[config.mk]
export PLATFORM = sky130hd
export DESIGN_NAME = vga_rx_monitor
export DESIGN_NICKNAME = d
export VERILOG_FILES = /design/src/rtl/vga_rx_monitor.sv
export SDC_FILE = /design/constraint.sdc
export NUM_CORES = 1
export LEC_CHECK = 0
export CAP_MARGIN = 20
export CORE_MARGIN = 3
export CORE_UTILIZATION = 30
export CTS_BUF_LIST = sky130_fd_sc_hd__clkbuf_4
export CTS_CLUSTER_SIZE = 24
export DETAILED_ROUTE_END_ITERATION = 8
export SLEW_MARGIN = 20
export SYNTH_ARGS = -nofsm -noshare
export SYNTH_HDL_FRONTEND = slang
export SYNTH_SLANG_ARGS = --single-unit
[constraint.sdc]
create_clock -name CLK -period 3.96 [get_ports CLK]
set_input_delay 0.594 -clock CLK [delete_from_list [all_inputs] [get_ports CLK]]
set_output_delay 0.594 -clock CLK [all_outputs]
set_load 0.005 [all_outputs]
[src/rtl/vga_rx_monitor.sv]
// vga_rx_monitor: receiving end of a VGA link. Samples HS/VS/COLOR on pixel
// ticks, rebuilds pixel coordinates, measures line/frame timing, declares
// lock after consecutive good frames, keeps a sticky sync-error flag and
// captures the colour seen at one programmable probe pixel.
//
// Coordinate convention: the tick carrying an HS assertion edge is column 0
// of a line, and the line carrying a VS assertion edge is row 0 of a frame.
// Visibility, RX_X/RX_Y and the probe all use the position the counters take
// for the current tick (h_nxt/v_nxt). H_TOTAL_MEAS/V_TOTAL_MEAS use the
// position of the previous tick/line plus one.
module vga_rx_monitor #(
   parameter int H_ACTIVE    = 640,
   parameter int H_FP        = 16,
   parameter int H_SYNC      = 96,
   parameter int H_BP        = 48,
   parameter int V_ACTIVE    = 480,
   parameter int V_FP        = 10,
   parameter int V_SYNC      = 2,
   parameter int V_BP        = 33,
   parameter int SYNC_POL    = 0,
   parameter int LOCK_FRAMES = 2
) (
   input  logic        CLK,
   input  logic        RST,
   input  logic        PIX_EN,
   input  logic        HS_IN,
   input  logic        VS_IN,
   input  logic [11:0] COLOR_IN,
   input  logic [9:0]  PROBE_X,
   input  logic [9:0]  PROBE_Y,
   output logic [9:0]  RX_X,
   output logic [9:0]  RX_Y,
   output logic        RX_ACTIVE,
   output logic        LOCKED,
   output logic [9:0]  H_TOTAL_MEAS,
   output logic [9:0]  V_TOTAL_MEAS,
   output logic [11:0] PROBE_COLOR,
   output logic        PROBE_VALID,
   output logic        FRAME_DONE,
   output logic [7:0]  FRAME_CNT,
   output logic        SYNC_ERR
);

   localparam logic [10:0] H_TOT    = 11'(H_ACTIVE + H_FP + H_SYNC + H_BP);
   localparam logic [10:0] V_TOT    = 11'(V_ACTIVE + V_FP + V_SYNC + V_BP);
   localparam logic [9:0]  H_ST     = 10'(H_SYNC + H_BP);
   localparam logic [9:0]  H_EN     = 10'(H_SYNC + H_BP + H_ACTIVE - 1);
   localparam logic [9:0]  V_ST     = 10'(V_SYNC + V_BP);
   localparam logic [9:0]  V_EN     = 10'(V_SYNC + V_BP + V_ACTIVE - 1);
   localparam logic [9:0]  HSW      = 10'(H_SYNC);
   localparam logic [7:0]  LOCK_N   = 8'(LOCK_FRAMES);
   localparam logic        SYNC_LVL = (SYNC_POL != 0);
   localparam logic [9:0]  CNT_MAX  = 10'h3FF;

   typedef enum logic [1:0] {ST_SEARCH, ST_MEASURE, ST_LOCKED} state_t;

   state_t      state;
   logic [9:0]  h_cnt;
   logic [9:0]  v_cnt;
   logic [9:0]  hs_w;
   logic [7:0]  good_cnt;
   logic        hs_prev;
   logic        vs_prev;
   logic        hs_seen;
   logic        bad;

   logic        hs_a, vs_a, hs_edge, hs_fall, vs_edge;
   logic [10:0] h_sum, v_sum;
   logic [9:0]  h_nxt, v_nxt, x_nxt, y_nxt;
   logic        h_sat, v_sat, hper_err, hw_err, line_err, vper_ok;
   logic        vis, probe_hit;
   logic [7:0]  good_inc;

   // Edge detection, next counter positions and per-tick timing checks.
   always_comb begin
      hs_a     = (HS_IN == SYNC_LVL);
      vs_a     = (VS_IN == SYNC_LVL);
      hs_edge  = hs_a & ~hs_prev;
      hs_fall  = ~hs_a & hs_prev;
      vs_edge  = hs_edge & vs_a & ~vs_prev;
      h_sum    = {1'b0, h_cnt} + 11'd1;
      v_sum    = {1'b0, v_cnt} + 11'd1;
      h_nxt    = h_cnt;
      if (hs_edge)
         h_nxt = '0;
      else if (h_cnt != CNT_MAX)
         h_nxt = h_cnt + 10'd1;
      v_nxt    = v_cnt;
      if (vs_edge)
         v_nxt = '0;
      else if (hs_edge && (v_cnt != CNT_MAX))
         v_nxt = v_cnt + 10'd1;
      h_sat    = ~hs_edge & (h_cnt == CNT_MAX);
      v_sat    = hs_edge & ~vs_edge & (v_cnt == CNT_MAX);
      // The very first HS edge after reset has no meaningful period.
      hper_err = hs_edge & hs_seen & (h_sum != H_TOT);
      hw_err   = hs_fall & (hs_w != HSW);
      line_err = hper_err | hw_err | h_sat | v_sat;
      vper_ok  = (v_sum == V_TOT);
      vis      = (h_nxt >= H_ST) && (h_nxt <= H_EN) &&
                 (v_nxt >= V_ST) && (v_nxt <= V_EN);
      x_nxt    = h_nxt - H_ST;
      y_nxt    = v_nxt - V_ST;
      probe_hit = vis && (state == ST_LOCKED) &&
                  (x_nxt == PROBE_X) && (y_nxt == PROBE_Y);
      good_inc = good_cnt + 8'd1;
   end

   // Counters, measurements, probe capture and the lock state machine.
   always_ff @(posedge CLK) begin
      if (RST) begin
         state        <= ST_SEARCH;
         h_cnt        <= '0;
         v_cnt        <= '0;
         hs_w         <= '0;
         good_cnt     <= '0;
         hs_prev      <= 1'b0;
         vs_prev      <= 1'b0;
         hs_seen      <= 1'b0;
         bad          <= 1'b0;
         RX_X         <= '0;
         RX_Y         <= '0;
         RX_ACTIVE    <= 1'b0;
         LOCKED       <= 1'b0;
         H_TOTAL_MEAS <= '0;
         V_TOTAL_MEAS <= '0;
         PROBE_COLOR  <= '0;
         PROBE_VALID  <= 1'b0;
         FRAME_DONE   <= 1'b0;
         FRAME_CNT    <= '0;
         SYNC_ERR     <= 1'b0;
      end else begin
         FRAME_DONE  <= 1'b0;
         PROBE_VALID <= 1'b0;
         if (PIX_EN) begin
            hs_prev <= hs_a;
            h_cnt   <= h_nxt;
            v_cnt   <= v_nxt;
            if (hs_edge) begin
               H_TOTAL_MEAS <= h_sum[9:0];
               hs_seen      <= 1'b1;
               vs_prev      <= vs_a;
               hs_w         <= 10'd1;
            end else if (hs_a && (hs_w != CNT_MAX)) begin
               hs_w <= hs_w + 10'd1;
            end
            if (vs_edge) begin
               V_TOTAL_MEAS <= v_sum[9:0];
               FRAME_DONE   <= 1'b1;
               FRAME_CNT    <= FRAME_CNT + 8'd1;
            end
            if (vis) begin
               RX_X <= x_nxt;
               RX_Y <= y_nxt;
            end
            RX_ACTIVE <= vis && (state == ST_LOCKED);
            if (probe_hit) begin
               PROBE_COLOR <= COLOR_IN;
               PROBE_VALID <= 1'b1;
            end
            case (state)
               ST_SEARCH: begin
                  if (vs_edge) begin
                     state    <= ST_MEASURE;
                     good_cnt <= '0;
                     bad      <= 1'b0;
                  end
               end
               ST_MEASURE: begin
                  if (vs_edge) begin
                     bad <= 1'b0;
                     if (!bad && !line_err && vper_ok) begin
                        good_cnt <= good_inc;
                        if (good_inc == LOCK_N) begin
                           state  <= ST_LOCKED;
                           LOCKED <= 1'b1;
                        end
                     end else begin
                        good_cnt <= '0;
                     end
                  end else if (line_err) begin
                     bad <= 1'b1;
                  end
               end
               ST_LOCKED: begin
                  if (line_err || (vs_edge && !vper_ok)) begin
                     SYNC_ERR <= 1'b1;
                     LOCKED   <= 1'b0;
                     state    <= ST_SEARCH;
                  end
               end
               default: state <= ST_SEARCH;
            endcase
         end
      end
   end

endmodule

Word-level counts from Yosys, hierarchy flattened
Cells that the tools add are included.
{"block": "totals", "in_bits": 37, "reg_bits": 109, "output_inout_bits": 65, "word_cells": 129}
{"block": "classes", "n_bitwise": 20, "n_reduce_logical": 30, "n_eq_ne": 19, "add_sub_neg": 9, "muxes": 27, "order_cmp": 4}
{"operator": "$mux 10", "count": 6}
{"operator": "$add 10x1->10 const B", "count": 3}
{"operator": "$ne 10x10->1 const B", "count": 3}
{"operator": "$mux 8", "count": 3}
{"operator": "$add 10x1->11 const B", "count": 2}
{"operator": "$eq 10x10->1", "count": 2}
{"operator": "$eq 10x10->1 const B", "count": 2}
{"operator": "$le 10x10->1 const B", "count": 2}
{"operator": "$add 8x1->8 const B", "count": 2}
{"operator": "$pmux 8 s2", "count": 1}
{"operator": "$reduce_and 6->1", "count": 2}
{"operator": "$eq 11x10->1 const B", "count": 1}
{"operator": "$logic_and 1x1->1", "count": 11}
{"operator": "$ne 11x10->1 const B", "count": 1}
{"operator": "$and 1x1->1", "count": 10}
{"operator": "$ge 10x6->1 const B", "count": 1}
{"operator": "$ge 10x8->1 const B", "count": 1}
{"operator": "$mux 2", "count": 5}
{"operator": "$ne 10x7->1 const B", "count": 1}
{"operator": "$reduce_and 2->1", "count": 5}
{"operator": "$sub 10x6->10 const B", "count": 1}
{"operator": "$sub 10x8->10 const B", "count": 1}
{"operator": "$mux 1", "count": 9}
{"operator": "$eq 8x2->1 const B", "count": 1}
{"operator": "other kinds (16)", "count": 33}

Depth between registers and ports, before layout
{"block": "logic_depth", "ltp_word": 14, "mapped_depth": 17, "mapped_depth_nobuf": 15}

Least setup slack after synthesis
Ideal clock, no wire load.
{"block": "synth_timing", "path_type": "input to register", "start": "input HS_IN", "end": "register PROBE_COLOR[10]", "path_buffers": 1, "cell_stages": 12, "t_required_ps": 3888, "path_slack_ps": -179, "arrival_ps": 4067, "path_cell_list": "or2_1 > a31oi_1 > mux2i_1 > nor2_1 > ha_1 > a2111oi_1 > a21oi_1 > xnor3_1 > or4b_1 > nor4_4 > buf_6 > mux2i_1"}
{"block": "synth_via", "elab_chain_cells": 12}
{"item": "from (decl)", "line": "26", "text": "input logic HS_IN,"}
{"item": "$not 1->1 *", "line": "76", "text": "hs_a = (HS_IN == SYNC_LVL);"}
{"item": "$and 1x1->1 *", "line": "78", "text": "hs_edge = hs_a & ~hs_prev;"}
{"item": "$and 1x1->1 / $logic_and 1x1->1 (equally long branches)", "line": "80, 91"}
{"item": "$and 1x1->1 / $mux 10 (equally long branches)", "line": "80, 91"}
{"item": "$mux 10 *", "line": "89", "text": "if (vs_edge)"}
{"item": "via v_nxt[1]", "line": "69", "text": "logic [9:0] h_nxt, v_nxt, x_nxt, y_nxt;"}
{"item": "branches (longest 5 deep; another with $sub 10x6->10)"}
{"item": "$logic_and 1x1->1 *", "line": "105", "text": "(x_nxt == PROBE_X) && (y_nxt == PROBE_Y);"}
{"item": "$reduce_and 2->1 (no line) *"}
{"item": "to (signal assigned)", "line": "127", "text": "PROBE_COLOR <= '0;"}
{"item": "to (signal assigned)", "line": "158", "text": "PROBE_COLOR <= COLOR_IN;"}
{"item": "to (decl)", "line": "37", "text": "output logic [11:0] PROBE_COLOR,"}
Mark *: on every way through the listed nets, which the timed path passes.
A chain may end at the register's enable or synchronous reset.

Worst setup path in the final report
{"block": "layout_timing", "start": "input HS_IN", "end": "register PROBE_COLOR[8]"}
{"item": "$not 1->1 *", "line": "76"}
{"item": "$and 1x1->1 *", "line": "78"}
{"item": "$and 1x1->1 / $logic_and 1x1->1 (equally long branches)", "line": "80, 91"}
{"item": "$and 1x1->1 / $mux 10 (equally long branches)", "line": "80, 91"}
{"item": "$mux 10 *", "line": "89"}
{"item": "via v_nxt[0]", "line": "69"}
{"item": "$sub 10x6->10 *", "line": "103", "text": "y_nxt = v_nxt - V_ST;"}
{"item": "via y_nxt[0]", "line": "69"}
{"item": "$eq 10x10->1 *", "line": "105"}
{"item": "$logic_and 1x1->1 *", "line": "105"}
{"item": "$reduce_and 2->1 (no line) *"}
Mark *: on every way through the listed nets, which the timed path passes. The rest lies on a longest branch.

==> run summary <==
The die is 151 um wide. The number of detailed-route iterations in the first pass is 5. The wire length on met3 came out at 1100 um.

The analysis attributes to net switching a power of 0.606 mW. The overall via count from detail_route is 6102. The worst-case hold slack is 0.468 ns. The share of total power in the clock network is 29.0%. The final clock period utilization by the worst path is 95.0%. The share of the core filled with cells in the final layout is 40.3%. The count of clock tree sinks is 109. The H-tree was split into 3 levels. After technology mapping, the gate count stands at 773.

The count of hold-fix buffers inserted at cts came out at 0. The count of endpoints failing setup in the final report came out at 0. The detailed-route wire length is 18800 um. After synthesis, the share of flip-flops with an asynchronous set or reset is 0%. The setup skew after layout is 0.0348 ns. The mean instance size in the synthesized netlist is 8.19 um2. Dividing total power by cell area gives a power density of 242 nW/um2. The most critical setup path has its startpoint at HS_IN. The detailed-route wire length on metal 1 came out at 9460 um.

The starting DRC count in detailed routing came out at 458. The sum of net half-perimeters after detailed placement is 13700 um. The aggregate global routing overflow is 0. After synthesis the netlist holds a flip-flop and latch count of 109. The insertion delay of the later-clocked pin in the worst-skew pair is 0.52 ns. The post-layout net count came out at 962. The clock root buffer master is sky130_fd_sc_hd__clkbuf_4. The met2 wire length came out at 7860 um. The floorplan core area came out at 20500 um2. The internal power came out at 1.40 mW. In this run the cell area of the synthesized design comes to 6330 um2. The synthesis-to-layout area growth is 30.5%. The die covers 22900 um2. For this run, the total global-route usage over all layers was measured as 16.2%.

The number of buffers created by CTS is 9. Data arrives at the worst endpoint at 4.19 ns. TritonCTS built the clock tree. The post-synthesis net count is 823. The run finished with clean final reports. The highest metal layer with signal wires is met4.

The maximum number of buffers from clock root to sink came out at 2. The initial utilization of the core area, before any placement, comes to 30.9%. The shortest clock period the worst path allows after layout came out at 3.76 ns. The number of port buffers came out at 101.

The max-cap check violation count is 0. The classification of the worst setup path is input port to flip-flop. Among all flip-flop cells after synthesis, the most frequent one is sky130_fd_sc_hd__dfxtp_1. Across the VDD grid, the largest voltage drop is 0.177 mV.

The wire length of the first global-routing pass is 29700 um. The share of the Yosys chip area taken by registers is 34.5%. The number of different library cells used by synthesis comes to 73.

For the pin with the worst max-slew slack, the measured transition is 0.830 ns. The number of slew-limit violations in the final report came out at 0. Net switching is 30.3% of the power. For this run, the number of Yosys warnings is 0.

The launching element type of the critical path is an input port. The ratio of cells with drive above 1 in the final layout is 14.3%. The worst hold path begins at RX_X[1]. The number of global-route vias before repair is 5619. Clock-pin slew was measured on the worst setup and hold paths at 0.21 ns. For this run, design rule violations remaining after detail routing come to 0. The post-detailed-route via-to-cell ratio is 5.14. The average detailed-routed wire length per instance is 15.8 um. Summed over all instances, the cell type with the most area after synthesis is sky130_fd_sc_hd__dfxtp_1. The global placer's final weighted congestion is 0.885. The flip-flop and latch area is 2190 um2. Of the post-synthesis cell area, the dominant cell type holds 34.5%.

For this run, the top clock speed supported by timing is 266 MHz. The max-slew headroom at the worst pin came out at 44.7%. The total area of multi-input combinational cells is 3900 um2. The analysis attributes to cell leakage a power of 2.96 nW.

Per report_power, the sequential group accounts for 56.1% of the total. The floorplan die height is 151 um. The final count of hold timing violations came to 0. The critical path data required time came out at 4.39 ns.

The initial antenna violation count is 1. 102 I/O pins were placed. The combinational cell fraction of total power is 14.8%. The number of placement rows came out at 52. The startpoint identified for the worst register-to-register timing path is h_cnt[0]. The maximum number of pins on one net before global-route repair is 68.

By area the synthesized netlist is led by sky130_fd_sc_hd__dfxtp_1 34%, sky130_fd_sc_hd__mux2i_1 5.7%, sky130_fd_sc_hd__nor2_1 5.3%. The number of filler cells placed in the layout is 2113. In this run the worst path has a maximum fanout of 6. The number of enable-type register cells in the synthesized netlist is 0. The remaining number of nets flagged by the antenna check after routing came out at 0. The tightest min-delay check is of the flip-flop to flip-flop type. STA classifies the critical path endpoint as a flip-flop.
[metal layers]
metal / GRT usage [%] / up-vias
met2: 23.8 / 173
met3: 3.14 / 23
met5: 0 / -
met4: 4.99 / 0
met1: 23.9 / 2848
li1: - / 3058
[cell type report]
class	instances	share of cell area (%)
Antenna cell	1	0.0303
Clock buffer	9	0.818
Clock inverter	7	0.757
Inverter	17	0.772
Multi-Input combinational cell	593	47.2
Sequential cell	109	26.5
Tap cell	270	4.09
Timing Repair Buffer	182	19.9
[power groups by stage]
stage               Combinational (mW)  Sequential (mW)  Clock (mW)
detailed placement               0.294             1.15           0
floorplan                        0.167             1.14           0
finish                           0.297             1.12       0.581
global route                     0.325             1.13       0.642
CTS                              0.296             1.12       0.604
global placement                 0.295             1.15           0
[cell usage in the layout (no fill, tap or decap), types with 14 or more instances in the layout]
cell and instances:
sky130_fd_sc_hd__dfxtp_1 104, sky130_fd_sc_hd__clkdlybuf4s50_1 99, sky130_fd_sc_hd__nor2_1 88, sky130_fd_sc_hd__buf_4 80, sky130_fd_sc_hd__nand2_1 51, sky130_fd_sc_hd__a21oi_1 45, sky130_fd_sc_hd__o21ai_0 41, sky130_fd_sc_hd__mux2i_1 36
sky130_fd_sc_hd__nand3_1 34, sky130_fd_sc_hd__xnor2_1 33, sky130_fd_sc_hd__nand2b_1 29, sky130_fd_sc_hd__xor2_1 22, sky130_fd_sc_hd__inv_1 17, sky130_fd_sc_hd__a211oi_1 15, sky130_fd_sc_hd__nand4_1 14, sky130_fd_sc_hd__nor3_1 14
[what timing repair did]
item / 4_1_cts / 5_1_grt
setup buffers: 0 / 1
endpoints found under the setup margin: 0 / 12
gates resized for setup: 0 / 12
[state kept, by name (all words and copies together), names as in the netlist]
register,count
LOCKED,1
FRAME_CNT,8
h_cnt,10
SYNC_ERR,1
v_cnt,10
hs_prev,1
hs_seen,1
vs_prev,1
bad,1
RX_X,10
good_cnt,8
V_TOTAL_MEAS,10
PROBE_COLOR,12
RX_ACTIVE,1
RX_Y,10
FRAME_DONE,1
hs_w,10
state,2
PROBE_VALID,1
H_TOTAL_MEAS,10
[critical path, stage by stage]
cell,delay [ns]
sky130_fd_sc_hd__clkdlybuf4s50_1,0.42
sky130_fd_sc_hd__or2_1,0.24
sky130_fd_sc_hd__a31oi_2,0.21
sky130_fd_sc_hd__buf_4,0.16
sky130_fd_sc_hd__a21o_1,0.13
sky130_fd_sc_hd__inv_1,0.06
sky130_fd_sc_hd__ha_1,0.32
sky130_fd_sc_hd__xnor2_1,0.13
sky130_fd_sc_hd__nor2_1,0.13
sky130_fd_sc_hd__o211ai_1,0.09
sky130_fd_sc_hd__or4_1,0.47
sky130_fd_sc_hd__or4b_1,0.57
sky130_fd_sc_hd__nor4_4,0.14
sky130_fd_sc_hd__buf_4,0.19
sky130_fd_sc_hd__buf_12,0.14
sky130_fd_sc_hd__mux2i_1,0.18
[cell usage after synthesis, types with 14 or more instances]
| cell | count |
|---|---|
| sky130_fd_sc_hd__o21ai_0 | 41 |
| sky130_fd_sc_hd__xor2_1 | 22 |
| sky130_fd_sc_hd__dfxtp_1 | 109 |
| sky130_fd_sc_hd__mux2i_1 | 36 |
| sky130_fd_sc_hd__nand3_1 | 35 |
| sky130_fd_sc_hd__xnor2_1 | 34 |
| sky130_fd_sc_hd__nand4_1 | 14 |
| sky130_fd_sc_hd__nor2_1 | 89 |
| sky130_fd_sc_hd__inv_1 | 17 |
| sky130_fd_sc_hd__a211oi_1 | 15 |
| sky130_fd_sc_hd__clkbuf_1 | 39 |
| sky130_fd_sc_hd__nor3_1 | 15 |
| sky130_fd_sc_hd__nand2b_1 | 29 |
| sky130_fd_sc_hd__nand2_1 | 51 |
| sky130_fd_sc_hd__a21oi_1 | 47 |
[final timing paths]
kind | end | slack (ns) | cells past startpoint
setup / recovery | PROBE_COLOR[8] | 0.20 | 16
hold / removal | RX_X[1] | 0.47 | 2
setup reg to reg | PROBE_COLOR[8] | 0.20 | 15
hold reg to reg | RX_X[1] | 0.47 | 2
[per-stage QoR]
stage / setup slack, ns / setup TNS [ns] / instances / power (mW) / cell area (um2)
final: 0.200 / 0 / 1188 / 2.00 / 8260
after global routing: -0.00989 / -0.00989 / 1188 / 2.09 / 8260
after global placement: -0.327 / -4.14 / 1169 / 1.44 / 8060
after detailed placement: -0.407 / -5.28 / 1169 / 1.44 / 8060
after floorplan: 0.00841 / 0 / 773 / 1.31 / 6340
after CTS: 0.00513 / 0 / 1185 / 2.02 / 8190
[kinds of logic (layout without fill, tap and decap cells)]
group | after synthesis | in the layout | share of synthesized area [%]
other | 0 | 1 | 0
adders and majority gates | 13 | 13 | 2.57
and+or+nand+nor | 308 | 308 | 25.3
muxes | 37 | 37 | 5.87
buffers and inverters | 71 | 215 | 4.66
AOI/OAI and AO/OA | 177 | 177 | 18.7
xor gates and xnor gates | 58 | 58 | 8.46
DFF | 109 | 109 | 34.5
(Power assumes the default switching activity.)
